File: src/rtl/layer_out_serializer.sv
// Collects one layer's neuron outputs into a ping-pong bank and streams them one word per cycle to the next layer.
// Optional running argmax over each stream under LAYER_OUT_ARGMAX_EN.
module layer_out_serializer #(
  parameter int numNeuron = 10,
  parameter int dataWidth = 16
) (
  input  logic                           clk,
  input  logic                           rst,
  input  logic [numNeuron*dataWidth-1:0] neuron_out,
  input  logic [numNeuron-1:0]           neuron_valid,
  output logic [dataWidth-1:0]           out_data,
  output logic                           out_valid,
  output logic                           busy,
  output logic                           overrun
`ifdef LAYER_OUT_ARGMAX_EN
  ,
  output logic [$clog2(numNeuron)-1:0]   max_idx,
  output logic                           max_valid
`endif
);

  localparam int IW = $clog2(numNeuron);
  localparam logic [IW-1:0] LAST = IW'(numNeuron - 1);

  typedef enum logic {IDLE, STREAM} state_t;

  state_t               state;
  logic [IW-1:0]        idx;
  logic [IW-1:0]        nidx;
  logic [numNeuron-1:0] cap;
  logic [numNeuron-1:0] acc;
  logic                 complete_now;
  logic                 last;
  logic                 xfer;

  logic [dataWidth-1:0] col_bank [numNeuron];
  logic [dataWidth-1:0] str_bank [numNeuron];
  logic [dataWidth-1:0] merged   [numNeuron];

  assign acc          = neuron_valid & ~cap;
  assign complete_now = &(cap | neuron_valid);
  assign last         = (state == STREAM) && (idx == LAST);
  assign xfer         = complete_now && ((state == IDLE) || last);
  assign nidx         = idx + 1'b1;
  assign busy         = (state == STREAM) | (|cap);

  // Words arriving on the transfer edge bypass the collect bank.
  always_comb begin
    for (int i = 0; i < numNeuron; i++) begin
      merged[i] = acc[i] ? neuron_out[i*dataWidth +: dataWidth] : col_bank[i];
    end
  end

  always_ff @(posedge clk) begin
    for (int i = 0; i < numNeuron; i++) begin
      if (acc[i]) col_bank[i] <= neuron_out[i*dataWidth +: dataWidth];
      if (xfer)   str_bank[i] <= merged[i];
    end
  end

  always_ff @(posedge clk or posedge rst) begin
    if (rst) begin
      state     <= IDLE;
      idx       <= '0;
      cap       <= '0;
      out_data  <= '0;
      out_valid <= 1'b0;
      overrun   <= 1'b0;
    end else begin
      if ((|(neuron_valid & cap)) && !xfer) overrun <= 1'b1;
      cap <= xfer ? '0 : (cap | acc);
      if (xfer) begin
        state     <= STREAM;
        idx       <= '0;
        out_valid <= 1'b1;
        out_data  <= merged[0];
      end else if (state == STREAM) begin
        if (last) begin
          state     <= IDLE;
          out_valid <= 1'b0;
          out_data  <= '0;
        end else begin
          idx      <= nidx;
          out_data <= str_bank[nidx];
        end
      end
    end
  end

`ifdef LAYER_OUT_ARGMAX_EN
  logic [dataWidth-1:0] run_max;
  logic [IW-1:0]        run_idx;
  logic                 gt;

  // Strict compare so ties keep the lower index.
  assign gt = $signed(out_data) > $signed(run_max);

  always_ff @(posedge clk or posedge rst) begin
    if (rst) begin
      run_max   <= '0;
      run_idx   <= '0;
      max_idx   <= '0;
      max_valid <= 1'b0;
    end else begin
      max_valid <= 1'b0;
      if (state == STREAM) begin
        if ((idx == '0) || gt) begin
          run_max <= out_data;
          run_idx <= idx;
        end
        if (last) begin
          max_valid <= 1'b1;
          max_idx   <= gt ? idx : run_idx;
        end
      end
    end
  end
`endif

endmodule

File: config.mk
export PLATFORM = sky130hd
export DESIGN_NAME = layer_out_serializer
export DESIGN_NICKNAME = d
export VERILOG_FILES = /design/src/rtl/layer_out_serializer.sv
export SDC_FILE = /design/constraint.sdc
export NUM_CORES = 1
export LEC_CHECK = 0
export BUFFER_PORTS_ARGS = -buffer_cell sky130_fd_sc_hd__buf_4
export CAP_MARGIN = 20
export CORE_ASPECT_RATIO = 2
export CORE_MARGIN = 2
export CORE_UTILIZATION = 40
export CTS_CLUSTER_DIAMETER = 40
export DETAILED_ROUTE_END_ITERATION = 10
export PLACE_DENSITY = 0.65
export SETUP_SLACK_MARGIN = 0.1
export SYNTH_ARGS = -nofsm -noshare
export SYNTH_HDL_FRONTEND = slang
export SYNTH_SLANG_ARGS = --single-unit
File: constraint.sdc
create_clock -name clk -period 5.1 [get_ports clk]
set_input_delay 0 -clock clk [delete_from_list [all_inputs] [get_ports clk]]
set_output_delay 0 -clock clk [all_outputs]
set_load 0.005 [all_outputs]
==> flow_summary.yaml, run 1 <==
placement:
  hpwl_um: 22300
  dp_worst_setup_slack_ns: 1.50
  placed_area_mm2: 0.0146
  dp.cells: 1346
  io_buffers: 190
  gp_congestion: 0.847
cells_and_area:
  drive_above_1_share: 0.365
  num_antenna_cells: 0
  layout_commonest_cell: "buf_4"
  fin_nets: 1302
  final_cell_mix: "buf_4, dlygate4sd3_1, dfxtp_1, edfxtp_1, mux2_2"
  syn_to_final_growth_pct: 35.8
  fillers: 2538
  final_cell_area_mm2: 0.0173
  fin_cells: 1575
pwr:
  p_comb_frac: 0.335
  p_leak_nw: 6.75
  clock_power_share: 0.213
  p_switching_w: 0.00320
  p_int_w: 0.00742
  vdd_drop_max_mv: 0.330
  seqPwrFrac: 0.451
  power_density_mw_per_mm2: 614
  p_sw_frac: 0.301
timing:
  finalSetupTns_ns: 0
  finalWorstSetupSlack_ns: 1.45
  finalHoldViolCount: 0
  clock_skew_ns: 0.0264
  finalCritPeriodShare: 0.716
  setup_viol: 0
  rsz0062_at_grt: "false"
  slew_violations: 0
  fmax_mhz: 274
  maxSlewHeadroom: 0.217
  period_needed_ns: 3.65
  holdWs_ns: 0.119
  worstMarginPinSlew_ns: 1.17
drt:
  ant_nets: 0
  totalWireLength_um: 32400
  first_pass_iters: 5
  wl_per_cell_um: 20.6
  drt_iter0_markers: 450
  num_vias: 7718
  drc: 0
  vias_per_cell: 4.90
grt:
  grt_usage: 0.194
  grt_pass1_wl_um: 47200
  grt_remaining_overflow: 0
  antenna_found_initial: 0
  grt_start_max_net_pins: 78
  first_global_vias: 8238
floorplan:
  initial_core_util: 0.405
  row_count: 92
  dieWidth_um: 130
  die_height_um: 256
  core_area_mm2: 0.0314
  die-area_mm2: 0.0334
  ios: 191
synth:
  syn_area_per_cell_um2: 16.6
  synth_cell_type_count: 35
  synth-edff-count: 160
  ys_warn_count: 0
  synth_cells: 768
  async_flop_share: 0.0935
  synth_largest_area_cell: "edfxtp_1"
  ys_seq_area_frac: 0.694
  synth-seq-cells: 353
  synth_area_mm2: 0.0127
  synthFlopType: "edfxtp_1"
  synth_top_area_frac: 0.377
  synth_nets: 942
  synth_area_leaders: "edfxtp_1, dfxtp_1, mux2_2, dfrtp_1, mux4_2"
worst_setup_path:
  cp.required_ns: 5.34
  end_kind: "flip-flop"
  path_class: "flip-flop to flip-flop"
  cp_max_fo: 77
  arrival_ns: 3.89
  cp-start-kind: "flip-flop"
clock_tree:
  postCtsResizedCells: 0
  clock_latency_ns: 0.57
  clkTransAtPathRegs_ns: 0.07
  clock-sinks: 353
  cts_buffers: 31
  h-tree-depth: 1
  cts_root_buf: "clkbuf_16"
  clock_path_buffers: 3
  tritoncts: "yes"
  cts_setup_buffers: 0
run:
  max-cap-violations: 0
hold_path:
  hold_class: "input pin to asynchronous set/reset pin"
status:
  outcome: "finished clean"
## layout make-up
type,instances,area [um2],area share
sequential,353,8840,0.511
multi-input combinational,352,3620,0.210
timing repair buffer,369,3240,0.188
clock buffer,40,820,0.0474
tap,423,529,0.0306
clock inverter,17,151,0.00876
inverter,21,83.8,0.00485
## critical path, cell delays in order, from the launching register on
cell and delay [ns]:
dfrtp_1 0.40, inv_1 0.08, ha_1 0.15, nand3b_1 0.10
nand2_1 0.62, nand3_1 0.77, inv_6 0.80, buf_4 0.37
## routing by layer
metal,up-vias,GRT usage,part of all wire
met3,72,0.0190,0.031
met2,198,0.377,0.57
li1,3592,-,-
met1,3856,0.189,0.34
met4,0,0.115,0.062
met5,-,0,0
## power groups by stage
| stage | sequential, W | combinational (W) | clock (W) |
|---|---|---|---|
| finish | 0.00479 | 0.00356 | 0.00226 |
| global route | 0.00490 | 0.00383 | 0.00241 |
| CTS | 0.00480 | 0.00358 | 0.00231 |
| detailed placement | 0.00486 | 0.00347 | 0 |
| global placement | 0.00481 | 0.00338 | 0 |
| floorplan | 0.00474 | 0.00234 | 0 |
## worst paths after layout
kind                       slack (ns)  cells after the start                    from                       end
min in group clk                 0.22                      3          neuron_out[90]   col_bank[5][10]$_DFF_P_
max reg2reg                      1.45                      7      idx[1]$_DFFE_PP0P_  str_bank[2][2]$_DFFE_PP_
min                              0.12                      4                     rst          cap[5]$_DFF_PP0_
max                              1.45                      7      idx[1]$_DFFE_PP0P_  str_bank[2][2]$_DFFE_PP_
max in group asynchronous        4.62                      4                     rst        idx[0]$_DFFE_PP0P_
min reg2reg                      0.47                      1  col_bank[6][1]$_DFF_P_    col_bank[6][1]$_DFF_P_
## cells by family (layout without fill, tap and decap cells)
logic type | count (synthesis) | in the layout | share of synthesized area
AND/OR/NAND/NOR | 61 | 61 | 0.0255
multiplexers | 209 | 209 | 0.210
adder cells (fa/ha/maj) | 2 | 2 | 0.00196
AO/OA/AOI/OAI | 78 | 78 | 0.0438
flip-flops | 353 | 353 | 0.694
buffers and inverters | 63 | 447 | 0.0217
XOR/XNOR | 2 | 2 | 0.00344
## flip-flops by register name, indices dropped and copies added, names as in the netlist
| signal | cells |
|---|---|
| cap | 10 |
| col_bank | 160 |
| idx | 4 |
| out_data | 16 |
| out_valid | 1 |
| overrun | 1 |
| state | 1 |
| str_bank | 160 |
## cells in the mapped netlist, drive strengths merged, types with 16 or more instances
| library cell | instances |
|---|---|
| a211oi | 32 |
| buf | 19 |
| clkbuf | 23 |
| dfrtp | 33 |
| dfxtp | 160 |
| edfxtp | 160 |
| inv | 21 |
| mux2 | 144 |
| mux2i | 33 |
| mux4 | 32 |
| nor2 | 20 |
| nor2b | 16 |
| o21ai | 18 |
| o22a | 16 |
## what timing repair did
item | in CTS | in global routing
endpoints found under the hold margin | 376 | 0
hold buffers | 171 | 0
endpoints found under the setup margin | 0 | 0
## per-stage QoR
stage / total power, W / util
floorplan: 0.00708 / -
global placement: 0.00819 / 0.464
detailed placement: 0.00832 / 0.464
CTS: 0.0107 / 0.549
global route: 0.0111 / 0.550
finish: 0.0106 / 0.550
Power figures use the tool's default switching activity.
==> run 2, diff against run 1 <==
Settings changed: ABC_AREA set to 1.
Clock period 5.1 ns to 3.5 ns, I/O delays scaled along.
==> flow_summary.yaml, run 2 <==
drt:
  top_layer: "met4"
  first_pass_iters: 5
  dr_wl_met3_um: 1250
  drt_iter0_markers: 507
  drc: 0
  vias_per_cell: 4.90
  met1Wirelength_um: 12200
  num_vias: 9642
  totalWireLength_um: 37400
  ant_nets: 0
  wl_per_cell_um: 19.0
  met2WireLength_um: 21200
status:
  outcome: "finished clean"
timing:
  setup_viol: 0
  maxSlewHeadroom: 0.378
  finalHoldViolCount: 0
  rsz0062_at_grt: "false"
  finalCritPeriodShare: 0.721
  fmax_mhz: 396
  period_needed_ns: 2.52
  clock_skew_ns: 0.0146
  worstMarginPinSlew_ns: 0.931
  slew_violations: 0
cells_and_area:
  fin_cells: 1969
  num_antenna_cells: 0
  fin_nets: 1687
  drive_above_1_share: 0.280
  syn_to_final_growth_pct: 35.3
  final_cell_mix: "nand2_1, buf_4, dlygate4sd3_1, nand3_1"
  fillers: 2789
  top_regs: "col_bank: 160 flops, str_bank: 160 flops, out_data: 16 flops"
  layout_commonest_cell: "nand2_1"
clock_tree:
  clock_latency_ns: 0.57
  cts_setup_buffers: 0
  clkTransAtPathRegs_ns: 0.07
  postCtsResizedCells: 0
  tritoncts: "yes"
  clock_path_buffers: 3
  h-tree-depth: 1
  cts_buffers: 31
  cts_root_buf: "clkbuf_16"
  clock-sinks: 353
  ctsHoldBuffers: 185
pwr:
  seqPwrFrac: 0.427
  clock_power_share: 0.210
  vdd_drop_max_mv: 0.496
  p_comb_frac: 0.364
  power_density_mw_per_mm2: 896
  p_switching_w: 0.00576
  p_int_w: 0.0105
  finalPower_w: 0.0163
  p_leak_nw: 7.65
  p_sw_frac: 0.354
synth:
  synth_cells: 1139
  synthFlopType: "edfxtp_1"
  synth_most_common_cell: "nand2_1"
  synth_area_mm2: 0.0134
  synth-seq-cells: 353
  ys_seq_area_frac: 0.658
  synth_largest_area_cell: "edfxtp_1"
  synth_top_area_frac: 0.358
  synth_area_leaders: "edfxtp_1, dfxtp_1, mux2_2, nand2_1, dfrtp_1"
  syn_area_per_cell_um2: 11.8
  synthTopCellsByCount: "nand2_1, nand3_1, dfxtp_1, edfxtp_1, mux2_2"
  synth_nets: 1313
  async_flop_share: 0.0935
  synth_cell_type_count: 32
  ys_warn_count: 0
  synth-edff-count: 160
floorplan:
  row_count: 94
  dieWidth_um: 134
  die-area_mm2: 0.0351
  ios: 191
  die_height_um: 263
  core_area_mm2: 0.0329
  initial_core_util: 0.408
grt:
  grt_start_max_net_pins: 48
  antenna_found_initial: 0
  grt_pass1_wl_um: 56100
  grt_usage: 0.212
  first_global_vias: 10137
  grt_remaining_overflow: 0
placement:
  hpwl_um: 27100
  io_buffers: 190
  gp_congestion: 0.936
  dp.cells: 1725
worst_setup_path:
  end_kind: "flip-flop"
  path_class: "flip-flop to flip-flop"
  cp-start-kind: "flip-flop"
  arrival_ns: 2.78
  cp_max_fo: 38
  cp.required_ns: 3.76
run:
  max-cap-violations: 0
hold_path:
  hold_class: "input pin to flip-flop"
==> run 2: cell count changes in the layout (fill, tap and decap cells not counted), sizes merged, moves of 17 or more <==
| cell | delta |
|---|---|
| inv | +54 |
| mux2i | -33 |
| nand4 | +17 |
| nand2 | +256 |
| mux4 | -32 |
| nand3 | +161 |
| a211oi | -32 |
==> run 2: layout make-up <==
class | instances | area, um2 | share of cell area
Timing Repair Buffer | 393 | 3490 | 0.192
Multi-Input combinational cell | 650 | 3970 | 0.219
Clock inverter | 16 | 134 | 0.00737
Inverter | 84 | 319 | 0.0176
Sequential cell | 353 | 8830 | 0.486
Clock buffer | 41 | 885 | 0.0487
Tap cell | 432 | 541 | 0.0297
==> run 2: final timing paths <==
path                       slack, ns  cells after the start                 from                         to
max in group asynchronous       2.39                      6                  rst    out_data[5]$_DFFE_PP0P_
max                             0.98                      7     cap[1]$_DFF_PP0_  str_bank[5][12]$_DFFE_PP_
max reg2reg                     0.98                      7     cap[1]$_DFF_PP0_  str_bank[5][12]$_DFFE_PP_
min                             0.22                      3       neuron_out[29]    col_bank[1][13]$_DFF_P_
min in group asynchronous       0.48                      4                  rst           cap[0]$_DFF_PP0_
min reg2reg                     0.47                      2  overrun$_DFFE_PP0P_        overrun$_DFFE_PP0P_
==> run 2: cell families after synthesis <==
logic type	after synthesis	synth area share
AOI/OAI and AO/OA	35	0.0137
DFF	353	0.658
buffers and inverters	136	0.0473
muxes	144	0.121
adders and majority gates	2	0.00186
and+or+nand+nor	469	0.158
==> run 2: per-layer routing <==
layer	vias to the layer above	global-route usage
met5	-	0
met2	276	0.418
li1	4638	-
met4	0	0.143
met3	99	0.0210
met1	4629	0.200
==> run 2: critical path, cell delays in order, from the launching register on <==
cell and delay (ns):
dfrtp_1 0.35, inv_1 0.07, nand2_1 0.10, nand2_1 0.09
nor2_4 0.40, nand3_2 0.36, clkinvlp_4 0.53, buf_12 0.28
==> run 2: power by group through the flow <==
stage | Combinational (W) | Sequential, W | Clock (W)
2_1_floorplan | 0.00386 | 0.00686 | 0
3_3_place_gp | 0.00568 | 0.00697 | 0
3_5_place_dp | 0.00577 | 0.00703 | 0
4_1_cts | 0.00597 | 0.00694 | 0.00347
5_1_grt | 0.00652 | 0.00708 | 0.00362
6_report | 0.00592 | 0.00694 | 0.00341
==> run 2: through the flow <==
step,utilization,setup slack [ns],TNS (ns),cell area [um2],hold WS (ns)
6_report,0.552,0.978,0,18200,0.216
5_1_grt,0.552,0.802,0,18200,0.214
4_1_cts,0.551,0.977,0,18100,0.187
3_5_place_dp,0.463,0.986,0,15300,0.249
3_3_place_gp,0.463,1.03,0,15300,0.252
2_1_floorplan,-,-0.259,-41.45,13500,0.122
==> run 3, diff against run 2 <==
Settings changed: ABC_AREA 1 to 0.
Clock period 3.5 ns to 2.46 ns, I/O delays scaled along.
==> flow_summary.yaml, run 3 (synthesis results as in run 1) <==
worst_setup_path:
  max_stage_delay_ns: 0.51
  cp_num_buf_inv: 1
  cp_top_family: "multiplexers"
  crit_chain: "ha_1, buf_4, mux4_2, mux2i_1, a211oi_1, o22a_1"
  cp-start-kind: "flip-flop"
  worst_path_max_delay_cell: "dfrtp_4"
  end_kind: "flip-flop"
  arrival_ns: 2.63
  cp_max_fo: 24
  path_class: "flip-flop to flip-flop"
  cp.required_ns: 2.92
grt:
  grt_remaining_overflow: 0
  grt_usage: 0.215
  grt_pass1_wl_um: 51100
  busiest_layer: "met2"
  first_global_vias: 8553
  use_met1: 0.202
  met3_usage: 0.0221
  use_met2: 0.421
  antenna_found_initial: 0
  grt_start_max_net_pins: 66
floorplan:
  dieWidth_um: 130
  die-area_mm2: 0.0334
  initial_core_util: 0.405
  die_height_um: 256
  core_area_mm2: 0.0314
  ios: 191
  row_count: 92
placement:
  hpwl_um: 25800
  io_buffers: 190
  gp_congestion: 0.928
drt:
  totalWireLength_um: 35500
  drc: 0
  vias_per_cell: 4.95
  drt_iter0_markers: 400
  wl_per_cell_um: 22.2
  first_pass_iters: 4
  num_vias: 7915
  ant_nets: 0
cells_and_area:
  layout_commonest_cell: "buf_4"
  drive_above_1_share: 0.383
  post-route-util: 0.560
  fin_nets: 1324
  final_cell_mix: "buf_4, dlygate4sd3_1, dfxtp_1, edfxtp_1, mux2_2"
  fillers: 2473
  multi_input_area_mm2: 0.00362
  syn_to_final_growth_pct: 38.1
  num_antenna_cells: 0
  regArea_mm2: 0.00884
  top_regs: "col_bank: 160 flops, str_bank: 160 flops, out_data: 16 flops"
hold_path:
  hold_class: "input pin to asynchronous set/reset pin"
clock_tree:
  clock-sinks: 353
  h-tree-depth: 1
  clkTransAtPathRegs_ns: 0.07
  cts_buffers: 31
  postCtsResizedCells: 0
  clock_latency_ns: 0.58
  tritoncts: "yes"
  cts_root_buf: "clkbuf_16"
  clock_path_buffers: 3
timing:
  setup_viol: 0
  finalCritPeriodShare: 0.880
  worstMarginPinSlew_ns: 0.814
  finalSetupTns_ns: 0
  finalHoldViolCount: 0
  period_needed_ns: 2.16
  clock_skew_ns: 0.0143
  maxSlewHeadroom: 0.456
  fmax_mhz: 462
  slew_violations: 0
  rsz0062_at_grt: "false"
pwr:
  vdd_drop_max_mv: 0.668
  p_leak_nw: 6.93
  power_density_mw_per_mm2: 1280
status:
  outcome: "finished clean"
run:
  max-cap-violations: 0
## run 3: cell types whose count changed in the layout (fill, tap and decap cells not counted), moves of 32 or more
cell      change
mux2i_1      +33
nand3_1     -159
a211oi_1     +32
nand2_1     -248
mux4_2       +32
inv_1        -47
## run 3: tightest hold or removal path, stage by stage
cell           delay [ns]
dlygate4sd3_1        0.55
buf_4                0.13
inv_1                0.58
## run 3: area by class of cell
cell class | count | share of cell area
inverter | 21 | 0.00477
timing repair buffer | 391 | 0.196
sequential | 353 | 0.502
tap | 423 | 0.0301
clock buffer | 41 | 0.0504
clock inverter | 17 | 0.0102
multi-input combinational | 352 | 0.206
## run 3: path summary, 6_finish.rpt
| check | startpoint | end | slack [ns] | cells past startpoint |
|---|---|---|---|---|
| worst max register to register | idx[0]$_DFFE_PP0P_ | out_data[14]$_DFFE_PP0P_ | 0.30 | 6 |
| worst min register to register | col_bank[7][14]$_DFF_P_ | col_bank[7][14]$_DFF_P_ | 0.47 | 1 |
| min in group clk | neuron_out[146] | col_bank[9][2]$_DFF_P_ | 0.22 | 3 |
| max in group asynchronous | rst | cap[6]$_DFF_PP0_ | 1.65 | 4 |
| worst min-delay path | rst | cap[3]$_DFF_PP0_ | 0.17 | 3 |
| worst max-delay path | idx[0]$_DFFE_PP0P_ | out_data[14]$_DFFE_PP0P_ | 0.30 | 6 |
## run 3: metal layers
metal  share of wire  up-vias  routed length [um]
met2            0.58      229               20600
met5               0        -                   0
met1            0.32     3937               11300
li1                -     3647                   -
met3           0.027      102                 973
met4           0.072        0                2560
## run 3: per-stage QoR
step / std cells / total power [W] / cell area [um2] / hold slack, ns / setup slack, ns
2_1_floorplan: 768 / 0.0146 / 12700 / 0.129 / 0.178
3_3_place_gp: 1369 / 0.0173 / 14800 / 0.211 / 0.383
3_5_place_dp: 1369 / 0.0175 / 14800 / 0.208 / 0.324
4_1_cts: 1598 / 0.0227 / 17600 / 0.170 / 0.286
5_1_grt: 1598 / 0.0235 / 17600 / 0.217 / 0.265
6_report: 1598 / 0.0225 / 17600 / 0.165 / 0.295
## run 3: power breakdown
part           switching [W]  total [W]  internal, W
clock                0.00215    0.00501      0.00286
sequential          0.000966     0.0102      0.00924
combinational        0.00360    0.00730      0.00370
## run 3: repair_timing
item | in CTS | in global routing
hold buffers | 171 | 0
hold endpoints to repair | 365 | 0
setup buffers | 0 | 0
